===== config.mk =====
export PLATFORM = sky130hd
export DESIGN_NAME = dmem_arbiter
export DESIGN_NICKNAME = d
export VERILOG_FILES = /design/src/rtl/dmem_arbiter_pkg.sv /design/src/rtl/dmem_rsp_reg.sv /design/src/rtl/dmem_arbiter.sv
export SDC_FILE = /design/constraint.sdc
export NUM_CORES = 1
export LEC_CHECK = 0
export CAP_MARGIN = 20
export CORE_AREA = 2 2 117 119
export CTS_BUF_LIST = sky130_fd_sc_hd__clkbuf_8
export CTS_CLUSTER_SIZE = 40
export DETAILED_ROUTE_END_ITERATION = 12
export DIE_AREA = 0 0 119 121
export GPL_TIMING_DRIVEN = 0
export HOLD_SLACK_MARGIN = 0.05
export PLACE_DENSITY = 0.8
export SLEW_MARGIN = 0
export SYNTH_ARGS = -nofsm -noshare
export SYNTH_HDL_FRONTEND = slang
export SYNTH_SLANG_ARGS = --single-unit

===== constraint.sdc =====
create_clock -name clk -period 1.97 [get_ports clk]
set_input_delay 0.394 -clock clk [delete_from_list [all_inputs] [get_ports clk]]
set_output_delay 0.394 -clock clk [all_outputs]
set_load 0.02 [all_outputs]

===== src/rtl/dmem_arbiter_pkg.sv =====
// dmem_arbiter_pkg
//   Shared definitions for the data-memory arbiter:
//     arb_state_e     - arbitration state (ARB, LOCKED)
//     P0 / P1         - port index constants (pipeline MEM stage / loader-debug)
//     WORD_ALIGN_MASK - low address bits that must be zero for a word access
//     is_aligned()    - word-alignment test for a byte address
package dmem_arbiter_pkg;

  typedef enum logic [0:0] {
    ARB    = 1'b0,
    LOCKED = 1'b1
  } arb_state_e;

  localparam int P0 = 0;
  localparam int P1 = 1;

  localparam logic [1:0] WORD_ALIGN_MASK = 2'b11;

  function automatic logic is_aligned(input logic [31:0] addr);
    return (addr[1:0] & WORD_ALIGN_MASK) == 2'b00;
  endfunction

endpackage


===== src/rtl/dmem_rsp_reg.sv =====
// dmem_rsp_reg
//   Per-port response register. Turns a granted access into the registered
//   response seen one cycle after the grant edge.
//   Ports:
//     clk, rst_n       - clock, asynchronous active-low reset
//     gnt              - this port was granted this cycle
//     we               - granted access is a write
//     aligned          - granted address is word aligned
//     mem_rdata        - combinational memory read data
//     rvalid, rdata    - read response (rdata holds until the next valid read)
//     err              - one-cycle misaligned-access pulse
module dmem_rsp_reg (
  input  logic        clk,
  input  logic        rst_n,
  input  logic        gnt,
  input  logic        we,
  input  logic        aligned,
  input  logic [31:0] mem_rdata,
  output logic        rvalid,
  output logic [31:0] rdata,
  output logic        err
);

  logic read_hit;

  // Only an aligned read produces data; a misaligned access of either kind
  // is consumed and reported through err instead.
  assign read_hit = gnt && !we && aligned;

  always_ff @(posedge clk or negedge rst_n) begin
    if (!rst_n) begin
      rvalid <= 1'b0;
      rdata  <= '0;
      err    <= 1'b0;
    end else begin
      rvalid <= read_hit;
      err    <= gnt && !aligned;
      if (read_hit) begin
        rdata <= mem_rdata;
      end
    end
  end

endmodule


===== src/rtl/dmem_arbiter.sv =====
// dmem_arbiter
//   Two-port arbiter in front of a single-ported data memory.
//   Port 0 (pipeline MEM stage) normally has priority; port 1 (loader/debug)
//   is protected from starvation and may lock the memory for bursts.
//   Parameters:
//     STARVE_MAX - contested cycles port 1 may lose before it is forced to win
//     LOCK_MAX   - maximum number of cycles port 1 may hold a lock
//   Ports:
//     clk, rst_n                         - clock, asynchronous active-low reset
//     pX_req/pX_we/pX_addr/pX_wdata      - per-port request
//     p1_lock                            - port 1 burst ownership request
//     pX_gnt                             - combinational grant
//     pX_rvalid/pX_rdata/pX_err          - registered responses
//     mem_we/mem_addr/mem_wdata/mem_rdata - memory side
module dmem_arbiter
  import dmem_arbiter_pkg::*;
#(
  parameter int STARVE_MAX = 4,
  parameter int LOCK_MAX   = 16
) (
  input  logic        clk,
  input  logic        rst_n,
  input  logic        p0_req,
  input  logic        p0_we,
  input  logic [31:0] p0_addr,
  input  logic [31:0] p0_wdata,
  input  logic        p1_req,
  input  logic        p1_we,
  input  logic [31:0] p1_addr,
  input  logic [31:0] p1_wdata,
  input  logic        p1_lock,
  output logic        p0_gnt,
  output logic        p1_gnt,
  output logic        p0_rvalid,
  output logic        p1_rvalid,
  output logic [31:0] p0_rdata,
  output logic [31:0] p1_rdata,
  output logic        p0_err,
  output logic        p1_err,
  output logic        mem_we,
  output logic [31:0] mem_addr,
  output logic [31:0] mem_wdata,
  input  logic [31:0] mem_rdata
);

  localparam int SW = (STARVE_MAX > 0) ? $clog2(STARVE_MAX + 1) : 1;
  localparam int LW = (LOCK_MAX > 1) ? $clog2(LOCK_MAX) : 1;
  localparam logic [SW-1:0] STARVE_TOP = SW'(STARVE_MAX);
  localparam logic [LW-1:0] LOCK_TOP   = LW'(LOCK_MAX - 1);

  arb_state_e    state, state_next;
  logic [SW-1:0] starve_cnt, starve_cnt_next;
  logic [LW-1:0] lock_cnt, lock_cnt_next;
  logic [1:0]    gnt;

  // Port-indexed views so both response registers come from one generate loop.
  logic [1:0]  req_v;
  logic [1:0]  we_v;
  logic [31:0] addr_v   [2];
  logic [31:0] wdata_v  [2];
  logic [1:0]  rvalid_v;
  logic [31:0] rdata_v  [2];
  logic [1:0]  err_v;

  assign req_v[P0]   = p0_req;
  assign req_v[P1]   = p1_req;
  assign we_v[P0]    = p0_we;
  assign we_v[P1]    = p1_we;
  assign addr_v[P0]  = p0_addr;
  assign addr_v[P1]  = p1_addr;
  assign wdata_v[P0] = p0_wdata;
  assign wdata_v[P1] = p1_wdata;

  // Grant decision. rst_n gates the grants so nothing reaches the memory
  // while reset is held, independent of the (already cleared) state.
  always_comb begin
    gnt = 2'b00;
    if (rst_n) begin
      case (state)
        ARB: begin
          if (req_v[P0] && req_v[P1]) begin
            if (starve_cnt == STARVE_TOP) gnt[P1] = 1'b1;
            else                          gnt[P0] = 1'b1;
          end else if (req_v[P0]) begin
            gnt[P0] = 1'b1;
          end else if (req_v[P1]) begin
            gnt[P1] = 1'b1;
          end
        end
        LOCKED: begin
          gnt[P1] = req_v[P1];
        end
        default: gnt = 2'b00;
      endcase
    end
  end

  assign p0_gnt = gnt[P0];
  assign p1_gnt = gnt[P1];

  // Memory-side mux; an idle cycle drives all zeros.
  always_comb begin
    mem_we    = 1'b0;
    mem_addr  = '0;
    mem_wdata = '0;
    if (gnt[P0]) begin
      mem_we    = we_v[P0] && is_aligned(addr_v[P0]);
      mem_addr  = addr_v[P0];
      mem_wdata = wdata_v[P0];
    end else if (gnt[P1]) begin
      mem_we    = we_v[P1] && is_aligned(addr_v[P1]);
      mem_addr  = addr_v[P1];
      mem_wdata = wdata_v[P1];
    end
  end

  // State and lock counter. The lock ends on the edge that sees p1_lock low
  // or the last permitted locked cycle, so the next cycle is a normal ARB
  // cycle in which port 0 has priority again.
  always_comb begin
    state_next    = state;
    lock_cnt_next = lock_cnt;
    case (state)
      ARB: begin
        if (gnt[P1] && p1_lock) begin
          state_next    = LOCKED;
          lock_cnt_next = '0;
        end
      end
      LOCKED: begin
        if (!p1_lock || lock_cnt == LOCK_TOP) begin
          state_next    = ARB;
          lock_cnt_next = '0;
        end else begin
          lock_cnt_next = lock_cnt + 1'b1;
        end
      end
      default: begin
        state_next    = ARB;
        lock_cnt_next = '0;
      end
    endcase
  end

  // Starvation counter: counts denied port-1 requests, saturating, and is
  // cleared by any port-1 grant (including grants while locked).
  always_comb begin
    starve_cnt_next = starve_cnt;
    if (gnt[P1]) begin
      starve_cnt_next = '0;
    end else if (req_v[P1] && starve_cnt != STARVE_TOP) begin
      starve_cnt_next = starve_cnt + 1'b1;
    end
  end

  always_ff @(posedge clk or negedge rst_n) begin
    if (!rst_n) begin
      state      <= ARB;
      starve_cnt <= '0;
      lock_cnt   <= '0;
    end else begin
      state      <= state_next;
      starve_cnt <= starve_cnt_next;
      lock_cnt   <= lock_cnt_next;
    end
  end

  genvar gi;
  generate
    for (gi = 0; gi < 2; gi++) begin : g_rsp
      dmem_rsp_reg u_rsp (
        .clk       (clk),
        .rst_n     (rst_n),
        .gnt       (gnt[gi]),
        .we        (we_v[gi]),
        .aligned   (is_aligned(addr_v[gi])),
        .mem_rdata (mem_rdata),
        .rvalid    (rvalid_v[gi]),
        .rdata     (rdata_v[gi]),
        .err       (err_v[gi])
      );
    end
  endgenerate

  assign p0_rvalid = rvalid_v[P0];
  assign p1_rvalid = rvalid_v[P1];
  assign p0_rdata  = rdata_v[P0];
  assign p1_rdata  = rdata_v[P1];
  assign p0_err    = err_v[P0];
  assign p1_err    = err_v[P1];

endmodule


==> results.py <==
metrics = {
    "sta": {
        "report.final.slew_viol_count": 0,
        "setup_viol": 77,
        "hold_viol": 0,
        "fin_crit_ns": 2.383,
        "final.setup_skew_ns": 0.01145,
        "slew_headroom_pct": 55.19,
        "finalWorstSetupSlack_ns": -0.4134,
        "fmax_ghz": 0.4196,
        "rsz0062_at_grt": "yes",
        "worst_slew_pin_slew_ns": 0.6699,
        "min_period_over_period_pct": 121.0,
    },
    "cells_and_area": {
        "finalNetCount": 799,
        "diodes": 0,
        "num-fill-cells": 1049,
        "drive_above_1_share_pct": 37.18,
        "instances_no_fill": 808,
        "design_area_mm2": 0.008082,
        "syn_to_final_growth_pct": 121.0,
    },
    "place": {
        "io_buffers": 301,
        "gp_congestion": 0.9298,
        "hpwl_um": 12570,
        "dpl.cell_count": 754,
        "dpl_cell_area_mm2": 0.006929,
    },
    "floorplanning": {
        "rows": 42,
        "floorplan.initialDensity_pct": 27.95,
        "dieArea_mm2": 0.01440,
        "die_height_um": 121,
        "die_x_um": 119,
        "io_pins": 302,
        "core_area_mm2": 0.01309,
    },
    "routing": {
        "drc_errors": 0,
        "initialDrtViolationCount": 125,
        "wirelength_um": 17090,
        "first_pass_iters": 4,
        "via_per_inst": 4.851,
        "vias": 3920,
        "routedWlPerCell_um": 21.15,
        "drtAntennaViolNets": 0,
    },
    "grt": {
        "grt_max_degree": 63,
        "gr-total-overflow": 0,
        "grt_antenna_before_repair": 0,
        "grt_pass1_wl_um": 24430,
        "grtUsageTotal_pct": 22.53,
        "grt_pass1_vias": 4185,
    },
    "synth": {
        "synthArstFlopShare_pct": 100.0,
        "synth_area_leaders": "dfrtp_1 52%, mux2_2 20%, a22o_1 15%",
        "netlist_instances": 276,
        "ys_ff_latch": 76,
        "synth_ff_type": "dfrtp_1",
        "yosysWarnings": 0,
        "yosysSeqAreaShare_pct": 52.00,
        "synth_top_cell_area_share_pct": 52.00,
        "netlist_area_mm2": 0.003657,
        "synth_top_area_cell": "dfrtp_1",
        "netlist-cell-type-count": 36,
        "synth.net_count": 446,
        "synth-edff-count": 0,
        "syn_avg_cell_area_um2": 13.25,
    },
    "clocking": {
        "cts.path.max_buffers": 2,
        "cts_buffers": 9,
        "cts_tree": "built",
        "cts_root_buffer": "clkbuf_8",
        "clk_latency_ns": 0.36,
        "cts.clk_slew.worst_paths_ns": 0.07,
        "cts_max_level": 3,
        "clock-sinks": 76,
    },
    "worst_setup_path": {
        "endpoint_kind": "output pin",
        "cp.arrival_ns": 1.99,
        "start_kind": "register",
        "crit_required_ns": 1.58,
        "worstSetupPathType": "reg -> out",
        "path_max_fanout": 7,
    },
    "status": {
        "status": "complete, but fails checks",
        "violations": "setup timing",
    },
    "job": {
        "maxCapViolations": 0,
    },
    "power_and_ir_drop": {
        "combPwrFrac_pct": 51.2,
        "max-vdd-ir-drop_uv": 428.4,
        "seqPwrFrac_pct": 32.4,
        "sw_frac_of_total_pct": 33.54,
        "p_leak_nw": 3.605,
        "power_density_mw_per_mm2": 869.7,
        "clkPwrFrac_pct": 16.4,
        "intPower_mw": 4.671,
        "switching_power_mw": 2.358,
    },
    "worst_hold_path": {
        "hold_class": "in -> async",
    },
}
## flip-flops by register name (all words and copies together), names as in the netlist
register	flops
lock_cnt	4
starve_cnt	3
g_rsp.u_rsp.err	2
state	1
g_rsp.u_rsp.rdata	64
g_rsp.u_rsp.rvalid	2
## cell type report
type | instances | area (um2) | share of cell area [%]
tap | 176 | 220.2 | 2.725
sequential | 76 | 1902 | 23.53
inverter | 9 | 33.78 | 0.4180
timing repair buffer | 344 | 3590 | 44.42
buffer | 20 | 269.0 | 3.329
clock buffer | 10 | 137.6 | 1.703
clock inverter | 4 | 51.30 | 0.6348
multi-input combinational | 169 | 1878 | 23.24
## what timing repair did
item | 4_1_cts | 5_1_grt
resized for setup | 463 | 42
setup buffers | 22 | 10
cloned | 9 | 3
hold endpoints to repair | 14 | 0
setup endpoints to repair | 122 | 122
hold buffers | 1 | 0
pin swaps | 39 | 22
## power groups by stage
stage / registers (mW) / logic [mW] / clock network [mW]
floorplan: 2.76 / 0.893 / 0
global placement: 2.26 / 3.06 / 0
detailed placement: 2.29 / 3.09 / 0
CTS: 2.26 / 3.43 / 1.19
global route: 2.33 / 3.78 / 1.25
finish: 2.28 / 3.60 / 1.15
## critical path: stages (launching register included)
cell	delay, ns
dfrtp_1	0.39
inv_2	0.08
ha_4	0.16
nand3_2	0.10
and3_4	0.23
buf_12	0.15
clkbuf_16	0.15
a22o_1	0.23
buf_6	0.14
## kinds of logic (layout without fill, tap and decap cells)
| family | Yosys count | after routing | share of synthesized area (%) |
|---|---|---|---|
| AO/OA/AOI/OAI | 82 | 82 | 19.43 |
| adder cells (fa/ha/maj) | 3 | 3 | 1.026 |
| flip-flops | 76 | 76 | 52.00 |
| multiplexers | 66 | 66 | 20.29 |
| AND/OR/NAND/NOR | 17 | 17 | 2.634 |
| XOR/XNOR | 1 | 1 | 0.2395 |
| buffers and inverters | 31 | 387 | 4.379 |
## routing by layer
layer,vias up,track usage [%],part of all wire [%]
li1,1757,-,-
met1,1945,22.55,35
met2,188,42.17,53
met3,30,8.647,9.0
met4,0,8.333,2.7
met5,-,0,0
## cells in the final DEF, fill, tap and decap left out, types with 2 or more instances in the layout
cell type and n:
nor3_1 2, o21ai_0 2, clkdlybuf4s50_1 230, dlygate4sd2_1 2, buf_2 7, a22o_1 52, nor2b_1 2, ha_1 2
inv_1 7, buf_12 9, clkbuf_8 12, nand3_1 2, buf_4 34, mux2_4 32, clkbuf_16 4, dfrtp_1 76
buf_8 7, a22o_4 13, inv_2 2, buf_6 64, o211ai_1 2, mux2_2 33, bufbuf_16 2, nand2_1 2
## cell usage after synthesis, types with 2 or more instances
library cell and n:
inv_1 9, buf_2 14, dfrtp_1 76, a21oi_1 2, nand2_1 4, a22o_1 64, mux2_2 65, nor2b_1 2
clkbuf_1 4, buf_6 3, nand3_1 3, ha_1 3, o211ai_1 2, nor3_1 2, o21ai_0 2
## stage by stage
stage               TNS, ns  hold slack (ns)  setup slack (ns)  util [%]  total power [mW]
detailed placement  -103.63           0.2907            -1.267     52.95             5.379
CTS                  -24.86           0.1067           -0.4226     60.15             6.886
global placement    -678.04           0.4873            -4.207     52.76             5.313
finish               -23.46           0.1113           -0.4134     61.76             7.029
floorplan           -0.5943          0.09841          -0.02022         -             3.653
global route         -29.01           0.1333           -0.4818     61.76             7.360
## worst paths after layout
kind	start	endpoint	slack (ns)	cells after the start
max	starve_cnt[0]$_DFFE_PN0P_	mem_addr[3]	-0.41	8
min	rst_n	g_rsp[1].u_rsp.rdata[28]$_DFFE_PN0P_	0.11	2
max reg2reg	starve_cnt[0]$_DFFE_PN0P_	g_rsp[1].u_rsp.rdata[28]$_DFFE_PN0P_	-0.04	10
min reg2reg	lock_cnt[0]$_DFFE_PN0P_	lock_cnt[0]$_DFFE_PN0P_	0.51	1
max in group asynchronous	rst_n	starve_cnt[0]$_DFFE_PN0P_	0.80	2
min in group clk	p1_addr[1]	g_rsp[1].u_rsp.err$_DFF_PN0_	0.49	2
Power figures use the tool's default switching activity.
